File: src/rtl/assign_update.sv
// Forward assignment sweep: applies one variable assignment to every active clause in the
// clause RAM, writing back updated open/active bits and streaming out unit clauses.
module assign_update #(
  parameter int unsigned WIDTH       = 9,
  parameter int unsigned NUM_CLAUSES = 256,
  parameter int unsigned ADDR_W      = 8
) (
  input  logic                 clk,
  input  logic                 rst_n,
  input  logic                 start_i,
  output logic                 start_ready_o,
  input  logic [WIDTH-2:0]     asg_var_i,
  input  logic                 asg_val_i,
  output logic                 mem_rd_en_o,
  output logic [ADDR_W-1:0]    mem_addr_o,
  input  logic [3*WIDTH+4:0]   mem_rd_data_i,
  output logic                 mem_wr_en_o,
  output logic [3*WIDTH+4:0]   mem_wr_data_o,
  output logic                 unit_valid_o,
  input  logic                 unit_ready_i,
  output logic [WIDTH-1:0]     unit_lit_o,
  output logic [ADDR_W-1:0]    unit_idx_o,
  output logic                 done_o,
  output logic                 conflict_o,
  output logic [ADDR_W-1:0]    conflict_idx_o
);

  localparam int unsigned WordW = 3 * WIDTH + 5;
  localparam logic [ADDR_W-1:0] LastIdx = ADDR_W'(NUM_CLAUSES - 1);

  typedef enum logic [2:0] {StIdle, StRd, StEval, StEmit, StWr, StNext, StDone} state_e;

  state_e            state_q;
  logic [ADDR_W-1:0] idx_q;
  logic [WIDTH-2:0]  var_q;
  logic              val_q;
  logic              conflict_q;

  logic [WIDTH-1:0]  lit [3];
  logic [WIDTH-1:0]  mag [3];
  logic [2:0]        rd_open, eq, pol, open_new;
  logic              rd_valid, rd_active, hit, sat;
  logic [1:0]        open_cnt;
  logic [WIDTH-1:0]  unit_lit;
  logic [WordW-1:0]  upd_word;

  always_comb begin
    rd_valid  = mem_rd_data_i[WordW-1];
    rd_active = mem_rd_data_i[WordW-2];
    rd_open   = mem_rd_data_i[3*WIDTH+2 -: 3];
    eq        = '0;
    pol       = '0;
    for (int k = 0; k < 3; k++) begin
      lit[k] = mem_rd_data_i[k*WIDTH +: WIDTH];
      mag[k] = lit[k][WIDTH-1] ? -lit[k] : lit[k];
      eq[k]  = rd_open[k] && (mag[k] == {1'b0, var_q});
      // Literal is made true when its polarity agrees with the assigned value.
      pol[k] = eq[k] && (lit[k][WIDTH-1] ^ val_q);
    end
    hit      = rd_valid && rd_active && (|eq);
    sat      = |pol;
    open_new = sat ? 3'b000 : (rd_open & ~eq);
    open_cnt = {1'b0, open_new[0]} + {1'b0, open_new[1]} + {1'b0, open_new[2]};
    unit_lit = '0;
    if (open_new[0])      unit_lit = lit[0];
    else if (open_new[1]) unit_lit = lit[1];
    else if (open_new[2]) unit_lit = lit[2];
    upd_word = {rd_valid, ~sat, open_new, mem_rd_data_i[3*WIDTH-1:0]};
  end

  always_ff @(posedge clk or negedge rst_n) begin
    if (!rst_n) begin
      state_q        <= StIdle;
      idx_q          <= '0;
      var_q          <= '0;
      val_q          <= 1'b0;
      conflict_q     <= 1'b0;
      start_ready_o  <= 1'b1;
      mem_rd_en_o    <= 1'b0;
      mem_addr_o     <= '0;
      mem_wr_en_o    <= 1'b0;
      mem_wr_data_o  <= '0;
      unit_valid_o   <= 1'b0;
      unit_lit_o     <= '0;
      unit_idx_o     <= '0;
      done_o         <= 1'b0;
      conflict_o     <= 1'b0;
      conflict_idx_o <= '0;
    end else begin
      mem_rd_en_o    <= 1'b0;
      mem_wr_en_o    <= 1'b0;
      done_o         <= 1'b0;
      conflict_o     <= 1'b0;
      conflict_idx_o <= '0;
      unique case (state_q)
        StIdle: begin
          if (start_i) begin
            var_q         <= asg_var_i;
            val_q         <= asg_val_i;
            idx_q         <= '0;
            mem_rd_en_o   <= 1'b1;
            mem_addr_o    <= '0;
            start_ready_o <= 1'b0;
            state_q       <= StRd;
          end
        end
        StRd: state_q <= StEval;
        StEval: begin
          mem_wr_data_o <= upd_word;
          if (!hit) begin
            state_q <= StNext;
          end else if (!sat && open_cnt == 2'd1) begin
            unit_valid_o <= 1'b1;
            unit_lit_o   <= unit_lit;
            unit_idx_o   <= idx_q;
            state_q      <= StEmit;
          end else begin
            conflict_q  <= !sat && (open_cnt == 2'd0);
            mem_wr_en_o <= 1'b1;
            mem_addr_o  <= idx_q;
            state_q     <= StWr;
          end
        end
        StEmit: begin
          if (unit_ready_i) begin
            unit_valid_o <= 1'b0;
            mem_wr_en_o  <= 1'b1;
            mem_addr_o   <= idx_q;
            state_q      <= StWr;
          end
        end
        StWr: begin
          if (conflict_q) begin
            done_o         <= 1'b1;
            conflict_o     <= 1'b1;
            conflict_idx_o <= idx_q;
            state_q        <= StDone;
          end else begin
            state_q <= StNext;
          end
        end
        StNext: begin
          if (idx_q == LastIdx) begin
            done_o  <= 1'b1;
            state_q <= StDone;
          end else begin
            idx_q       <= idx_q + ADDR_W'(1);
            mem_rd_en_o <= 1'b1;
            mem_addr_o  <= idx_q + ADDR_W'(1);
            state_q     <= StRd;
          end
        end
        StDone: begin
          conflict_q    <= 1'b0;
          start_ready_o <= 1'b1;
          state_q       <= StIdle;
        end
        default: state_q <= StIdle;
      endcase
    end
  end

endmodule

File: config.mk
export PLATFORM = sky130hd
export DESIGN_NAME = assign_update
export DESIGN_NICKNAME = d
export VERILOG_FILES = /design/src/rtl/assign_update.sv
export SDC_FILE = /design/constraint.sdc
export NUM_CORES = 1
export LEC_CHECK = 0
export ABC_AREA = 0
export BUFFER_PORTS_ARGS = -buffer_cell sky130_fd_sc_hd__buf_2
export CORE_MARGIN = 4
export CORE_UTILIZATION = 40
export CTS_CLUSTER_DIAMETER = 30
export DETAILED_ROUTE_END_ITERATION = 10
export SYNTH_ARGS = -nofsm -noshare
export SYNTH_HDL_FRONTEND = slang
export SYNTH_SLANG_ARGS = --single-unit
File: constraint.sdc
create_clock -name clk -period 6.7 [get_ports clk]
set_input_delay 0 -clock clk [delete_from_list [all_inputs] [get_ports clk]]
set_output_delay 0 -clock clk [all_outputs]
set_load 0.005 [all_outputs]
==> results.sh, run 1 <==
export IMPL_run_status="completed"
export IMPL_dr_pass1_iters=5
export IMPL_vias_per_cell=5.428
export IMPL_yosysUniqueCellTypes=70
export IMPL_rsz0062_at_grt="false"
export IMPL_fmax_mhz=199.5
export IMPL_grt_total_usage_pct=21.75
export IMPL_hold_viol_final=0
export IMPL_grt_pass1_wl_um=24800
export IMPL_die_h_um=121.2
export IMPL_wl_per_cell_um=17.87
export IMPL_io_buffers=115
export IMPL_grt_use_met2_pct=33.69
export IMPL_syn_instance_count=541
export IMPL_peakVddDrop_v=0.0001897
export IMPL_avgSynthCellArea_um2=9.471
export IMPL_drc=0
export IMPL_drv_slew=0
export IMPL_ys_seq_elements=92
export IMPL_timing_slew_headroom_pct=15.05
export IMPL_grt_antenna_before_repair=1
export IMPL_placed_cell_area_mm2=0.005824
export IMPL_period_needed_ns=5.012
export IMPL_die_area_mm2=0.01468
export IMPL_drt_initial_drc_count=321
export IMPL_rows=41
export IMPL_use_met3_pct=3.403
export IMPL_setup_tns_ns=0
export IMPL_cts_clk_slew_worst_paths_ns=0.07
export IMPL_syn_to_final_growth_pct=26.30
export IMPL_fin_cells=858
export IMPL_core_mm2=0.01257
export IMPL_start_util_pct=40.77
export IMPL_maxCapViolations=0
export IMPL_whs_ns=0.009748
export IMPL_fin_skew_ns=0.01027
export IMPL_vias=4657
export IMPL_critPathLaunchType="input port"
export IMPL_synth_net_count=591
export IMPL_yosysSeqAreaShare_pct=44.96
export IMPL_clockBufferDepth=2
export IMPL_synth_area_mm2=0.005124
export IMPL_ant_nets=0
export IMPL_die_w_um=121.2
export IMPL_min_period_over_period_pct=74.80
export IMPL_htree_levels=3
export IMPL_required_ns=6.93
export IMPL_async_flop_share_pct=100.0
export IMPL_synth_main_ff_cell="dfrtp_1"
export IMPL_power_density_mw_per_mm2=353.6
export IMPL_grt_max_degree=48
export IMPL_diodes=0
export IMPL_finish_instance_area_mm2=0.006471
export IMPL_io_pins=116
export IMPL_drt_total_wl_um=15340
export IMPL_cts_root_buf="clkbuf_16"
export IMPL_dp_cells=808
export IMPL_cellLeakagePower_uw=0.003188
export IMPL_tightest_slew_ns=1.264
export IMPL_met1_usage_pct=30.90
export IMPL_cts_tree="yes"
export IMPL_clk_latency_ns=0.35
export IMPL_hpwl_um=11370
export IMPL_synth_enable_flop_cells=0
export IMPL_cts_buffers=9
export IMPL_grt_pass1_vias=4679
export IMPL_crit_arrival_ns=5.25
export IMPL_path_class="input port to flop"
export IMPL_cts_sinks=92
export IMPL_grt_remaining_overflow=0
export IMPL_busiest_layer="met2"
export IMPL_min_path_type="input port to flop"
export IMPL_drive_gt1_share_pct=26.09
export IMPL_layout_nets=731
export IMPL_crit_fanout=17
export IMPL_setup_viol=0
export IMPL_endpoint_kind="flop"
export IMPL_ys_warnings_count=0
export IMPL_gp_congestion=0.9027
export IMPL_cts_setup_buffers=0
[critical path, stage by stage]
cell and delay, ns:
dlygate4sd3_1 0.54, buf_2 0.16, or4_1 0.56, nor3_1 0.24, o41ai_1 0.14, a22oi_1 0.50, nor3_2 0.21, nor3_1 1.05
fa_1 0.36, nor2b_1 0.19, o31ai_1 0.14, nor2_2 0.13, o2111ai_2 0.53, mux2_4 0.49
[cell usage in the layout, fill, tap and decap left out, types with 4 or more instances in the layout]
cell,Yosys,layout
a21o_1,4,4
a21oi_1,9,9
a221oi_1,8,8
and2_1,9,9
and3_1,9,9
buf_2,4,114
buf_4,0,5
clkbuf_16,0,9
dfrtp_1,91,91
dlygate4sd3_1,0,34
ha_1,4,4
inv_1,20,20
mux2_2,24,24
mux2i_1,4,4
nand2_1,103,103
nand3_1,9,9
nand4_1,4,4
nor2_1,34,33
nor2b_1,6,6
nor3_1,11,11
o21ai_0,39,39
o31ai_1,17,17
xnor2_1,26,26
xor2_1,10,10
[final cells by class]
cell class / count / area, µm²
Fill cell: 1182 / 6097
Multi-Input combinational cell: 404 / 2616
Sequential cell: 92 / 2303
Timing Repair Buffer: 153 / 948.4
Clock buffer: 10 / 229.0
Tap cell: 172 / 215.2
Inverter: 21 / 81.33
Clock inverter: 6 / 77.57
[metrics by stage]
step | total power [µW] | util, % | worst slack (ns)
3_5_place_dp | 1752 | 46.34 | 1.735
4_1_cts | 2309 | 51.49 | 1.684
5_1_grt | 2457 | 51.49 | 1.319
2_1_floorplan | 1420 | - | 2.685
3_3_place_gp | 1736 | 46.34 | 1.956
6_report | 2288 | 51.49 | 1.688
[cells by family (layout without fill, tap and decap cells)]
| kind of cell | after synthesis | in the layout | synth area share (%) |
|---|---|---|---|
| buffers and inverters | 45 | 190 | 4.029 |
| AND/OR/NAND/NOR | 216 | 216 | 20.34 |
| AO/OA/AOI/OAI | 118 | 118 | 16.80 |
| flip-flops | 92 | 92 | 44.96 |
| multiplexers | 29 | 29 | 6.349 |
| adder cells (fa/ha/maj) | 5 | 5 | 1.368 |
| XOR/XNOR | 36 | 36 | 6.154 |
[power by group]
part	switching, µW	total [µW]	internal, µW
Combinational	483	869	386
Clock	234	532	297
Sequential	165	888	723
[synthesized netlist by cell type, types with 3 or more instances]
cell type,count,area (µm²)
clkbuf_1,16,60.06
nor3_1,11,55.05
nor2_1,34,127.6
or2_2,3,18.77
o21ai_0,39,195.2
a21oi_1,9,45.04
or4_1,3,22.52
mux2i_1,4,40.04
nand4_1,4,25.02
buf_2,4,20.02
xnor2_1,26,227.7
ha_1,4,50.05
a32oi_1,3,26.28
a211oi_1,3,22.52
o21a_1,3,22.52
nor4_1,3,18.77
nand2_1,103,386.6
inv_1,20,75.07
nand3b_1,3,22.52
mux2_2,24,270.3
o32ai_1,3,26.28
nor2b_1,6,37.54
nand3_1,9,45.04
and3_1,9,56.30
o31ai_1,17,127.6
buf_6,4,45.04
xor2_1,10,87.58
nand4b_1,3,26.28
a21o_1,4,30.03
and2_1,9,56.30
a221oi_1,8,70.07
dfrtp_1,91,2277
nand2b_1,3,18.77
[what timing repair did]
item	4_1_cts	5_1_grt
endpoints found under the hold margin	80	0
gates resized for setup	0	0
hold buffers	34	0
[per-layer routing]
layer,up-vias,part of all wire [%]
met2,175,45
met5,-,0.065
met3,23,6.0
met1,2258,47
met4,2,1.9
li1,2199,-
[path summary, 6_finish.rpt]
| kind | start | end | slack (ns) | cells after the start |
|---|---|---|---|---|
| worst max register to register | var_q[5] | unit_idx_o[6] | 1.73 | 12 |
| worst min-delay path | mem_rd_data_i[7] | mem_wr_data_o[7] | 0.01 | 3 |
| worst max-delay path | mem_rd_data_i[1] | unit_idx_o[6] | 1.69 | 14 |
| min in group asynchronous | rst_n | mem_wr_data_o[7] | 0.20 | 2 |
| max in group asynchronous | rst_n | mem_wr_data_o[29] | 5.48 | 3 |
| worst min register to register | mem_wr_data_o[3] | mem_wr_data_o[3] | 0.47 | 2 |
[state kept, by name (all words and copies together) (netlist names), 3 cells and up]
name,cells
mem_wr_data_o,32
unit_lit_o,9
conflict_idx_o,8
idx_q,8
mem_addr_o,8
unit_idx_o,8
var_q,8
state_q,3
No activity file was read; power rests on OpenSTA's default activity.
==> run 2: changes to the inputs <==
--- a/config.mk
+++ b/config.mk
@@ -5,7 +5,7 @@
 export SDC_FILE = /design/constraint.sdc
 export NUM_CORES = 1
 export LEC_CHECK = 0
-export ABC_AREA = 0
+export ABC_AREA = 1
 export BUFFER_PORTS_ARGS = -buffer_cell sky130_fd_sc_hd__buf_2
 export CORE_MARGIN = 4
 export CORE_UTILIZATION = 40
==> constraint.sdc (replaced) <==
create_clock -name clk -period 5.2 [get_ports clk]
set_input_delay 0 -clock clk [delete_from_list [all_inputs] [get_ports clk]]
set_output_delay 0 -clock clk [all_outputs]
set_load 0.005 [all_outputs]
==> results.sh, run 2 <==
export IMPL_crit_family="simple AND/OR/NAND/NOR gates"
export IMPL_ant_nets=0
export IMPL_peakVddDrop_v=0.0002120
export IMPL_ys_seq_elements=92
export IMPL_setup_viol=0
export IMPL_vias_per_cell=4.900
export IMPL_fin_skew_ns=0.006829
export IMPL_fmax_mhz=267.8
export IMPL_syn_to_final_growth_pct=23.98
export IMPL_synth_top_area_share_pct=44.59
export IMPL_cts_buffers=9
export IMPL_ys_warnings_count=0
export IMPL_grt_max_degree=63
export IMPL_power_density_mw_per_mm2=447.6
export IMPL_period_needed_ns=3.734
export IMPL_htree_levels=3
export IMPL_hpwl_um=12080
export IMPL_io_buffers=115
export IMPL_grt_pass1_vias=4893
export IMPL_worstPathCellList="inv_1 > nand2_1 > nand2_1 > nand3_1 > nand2_1 > inv_1 > nor2_1 > nand2_1 > nor2_2 > nand4_1 > nand3_2 > clkinv_1 > nand2_1 > inv_1 > fa_1 > nand2_1 > nor2_4 > nand2_1 > nand3_1 > nand2_1 > nand2_1"
export IMPL_vias=4993
export IMPL_critPathLaunchType="flop"
export IMPL_gp_congestion=0.9343
export IMPL_netlist_top_cells_area="dfrtp_1 (45%), nand2_1 (19%), nor2_1 (6.1%)"
export IMPL_path_class="flop to flop"
export IMPL_slowest_stage="fa_1"
export IMPL_timing_slew_headroom_pct=58.35
export IMPL_ctsHoldBuffers=20
export IMPL_grt_antenna_before_repair=0
export IMPL_grt_total_usage_pct=22.50
export IMPL_failed_checks="negative hold slack"
export IMPL_synth_area_mm2=0.005107
export IMPL_whs_ns=-0.001403
export IMPL_io_pins=116
export IMPL_cts_tree="yes"
export IMPL_wl_per_cell_um=15.62
export IMPL_synth_main_ff_cell="dfrtp_1"
export IMPL_yosysUniqueCellTypes=35
export IMPL_tightest_slew_ns=0.6247
export IMPL_die_h_um=121.0
export IMPL_cpMostUsedCell="nand2_1"
export IMPL_async_flop_share_pct=100.0
export IMPL_cts_setup_buffers=0
export IMPL_min_path_type="input port to flop"
export IMPL_critical_path_max_stage_delay_ns=0.50
export IMPL_final_cell_mix="nand2_1 (253), buf_2 (114), dfrtp_1 (91)"
export IMPL_cts_sinks=92
export IMPL_core_mm2=0.01257
export IMPL_grt_pass1_wl_um=25560
export IMPL_grt_remaining_overflow=0
export IMPL_setup_tns_ns=0
export IMPL_cts_root_buf="clkbuf_16"
export IMPL_synth_enable_flop_cells=0
export IMPL_drt_initial_drc_count=349
export IMPL_rows=41
export IMPL_diodes=0
export IMPL_hold_viol_final=1
export IMPL_dr_pass1_iters=4
export IMPL_drc=0
export IMPL_required_ns=5.49
export IMPL_clk_latency_ns=0.35
export IMPL_synth_most_common_cell="nand2_1"
export IMPL_avgSynthCellArea_um2=7.183
export IMPL_largest_reg_flops=32
export IMPL_cellLeakagePower_uw=0.003511
export IMPL_cts_resized=0
export IMPL_final_common_cell="nand2_1"
export IMPL_die_area_mm2=0.01464
export IMPL_yosys_area_top_type="dfrtp_1"
export IMPL_cts_clk_slew_worst_paths_ns=0.07
export IMPL_drt_total_wl_um=15920
export IMPL_drv_slew=0
export IMPL_cp_num_buf_inv=4
export IMPL_finalPower_uw=2834
export IMPL_syn_instance_count=711
export IMPL_clockBufferDepth=2
export IMPL_synth_net_count=761
export IMPL_largest_register="mem_wr_data_o"
export IMPL_crit_arrival_ns=4.02
export IMPL_drive_gt1_share_pct=18.30
export IMPL_crit_fanout=11
export IMPL_start_util_pct=40.64
export IMPL_synth_common_cells="nand2_1 (254), dfrtp_1 (91), nor2_1 (83)"
export IMPL_layout_nets=892
export IMPL_top_regs="mem_wr_data_o x32, unit_lit_o x9"
export IMPL_rrSetupSlack_ns=1.47
export IMPL_fill_cells=1272
export IMPL_yosysSeqAreaShare_pct=45.10
export IMPL_min_period_over_period_pct=71.80
export IMPL_die_w_um=121.0
export IMPL_endpoint_kind="flop"
export IMPL_maxCapViolations=0
export IMPL_run_status="complete, but fails checks"
export IMPL_rsz0062_at_grt="false"
[run 2: cell types whose count changed after synthesis, moves of 11 or more]
cell,change
o31ai_1,-17
nand2_1,+151
xnor2_1,-18
nand4_1,+20
mux2_2,-24
o21ai_0,+11
inv_1,+59
nor2_1,+49
nand3_1,+28
[run 2: area by class of cell]
class	count	area (µm²)	area share, %
multi-input cells	514	2384	37.64
flip-flops and latches	92	2303	36.38
well taps	172	215.2	3.399
repair buffers	137	793.3	12.53
clock buffers	13	260.3	4.110
inverters	88	330.3	5.216
clock inverters	3	46.29	0.7311
[run 2: final timing paths]
path | start | to | depth (start not counted)
max in group asynchronous | rst_n | idx_q[5] | 3
hold / removal | mem_rd_data_i[6] | mem_wr_data_o[6] | 3
setup / recovery | var_q[4] | mem_addr_o[7] | 21
setup reg to reg | var_q[4] | mem_addr_o[7] | 21
min in group asynchronous | rst_n | mem_wr_data_o[9] | 2
hold reg to reg | mem_addr_o[2] | mem_addr_o[2] | 2
[run 2: layer usage]
metal	wire [µm]	vias to the layer above	track usage [%]
met4	305	0	7.790
met3	1128	24	4.056
met1	7077	2324	30.60
li1	-	2498	-
met2	7410	147	36.12
met5	0	-	0
[run 2: metrics by stage]
stage / instance area (µm²) / cells / hold WS (ns) / utilization (%) / setup WS [ns]
after floorplan: 5107 / 711 / -0.2956 / - / 2.379
after global placement: 5826 / 983 / 0.04439 / 46.35 / 1.519
after detailed placement: 5826 / 983 / 0.06127 / 46.35 / 1.530
after CTS: 6332 / 1019 / 0.003589 / 50.38 / 1.498
after global routing: 6332 / 1019 / 0.01947 / 50.38 / 1.031
final: 6332 / 1019 / -0.001403 / 50.38 / 1.466
[run 2: cells by family after synthesis]
logic type	share of synthesized area, %
adders and majority gates	1.372
AOI/OAI and AO/OA	8.011
DFF	45.10
xor gates and xnor gates	2.572
buffers and inverters	8.280
and+or+nand+nor	34.66
[run 2: power by group]
group	switching, µW	internal (µW)
Combinational	650	392
Sequential	173	933
Clock	286	401
[run 2: worst register-to-register path, cell delays in order, from the launching register on]
cell      delay, ns
dfrtp_1        0.47
inv_1          0.23
nand2_1        0.09
nand2_1        0.08
nand3_1        0.07
nand2_1        0.07
inv_1          0.03
nor2_1         0.07
nand2_1        0.06
nor2_2         0.15
nand4_1        0.16
nand3_2        0.19
clkinv_1       0.26
nand2_1        0.19
inv_1          0.07
fa_1           0.50
nand2_1        0.09
nor2_4         0.15
nand2_1        0.24
nand3_1        0.31
nand2_1        0.09
nand2_1        0.07
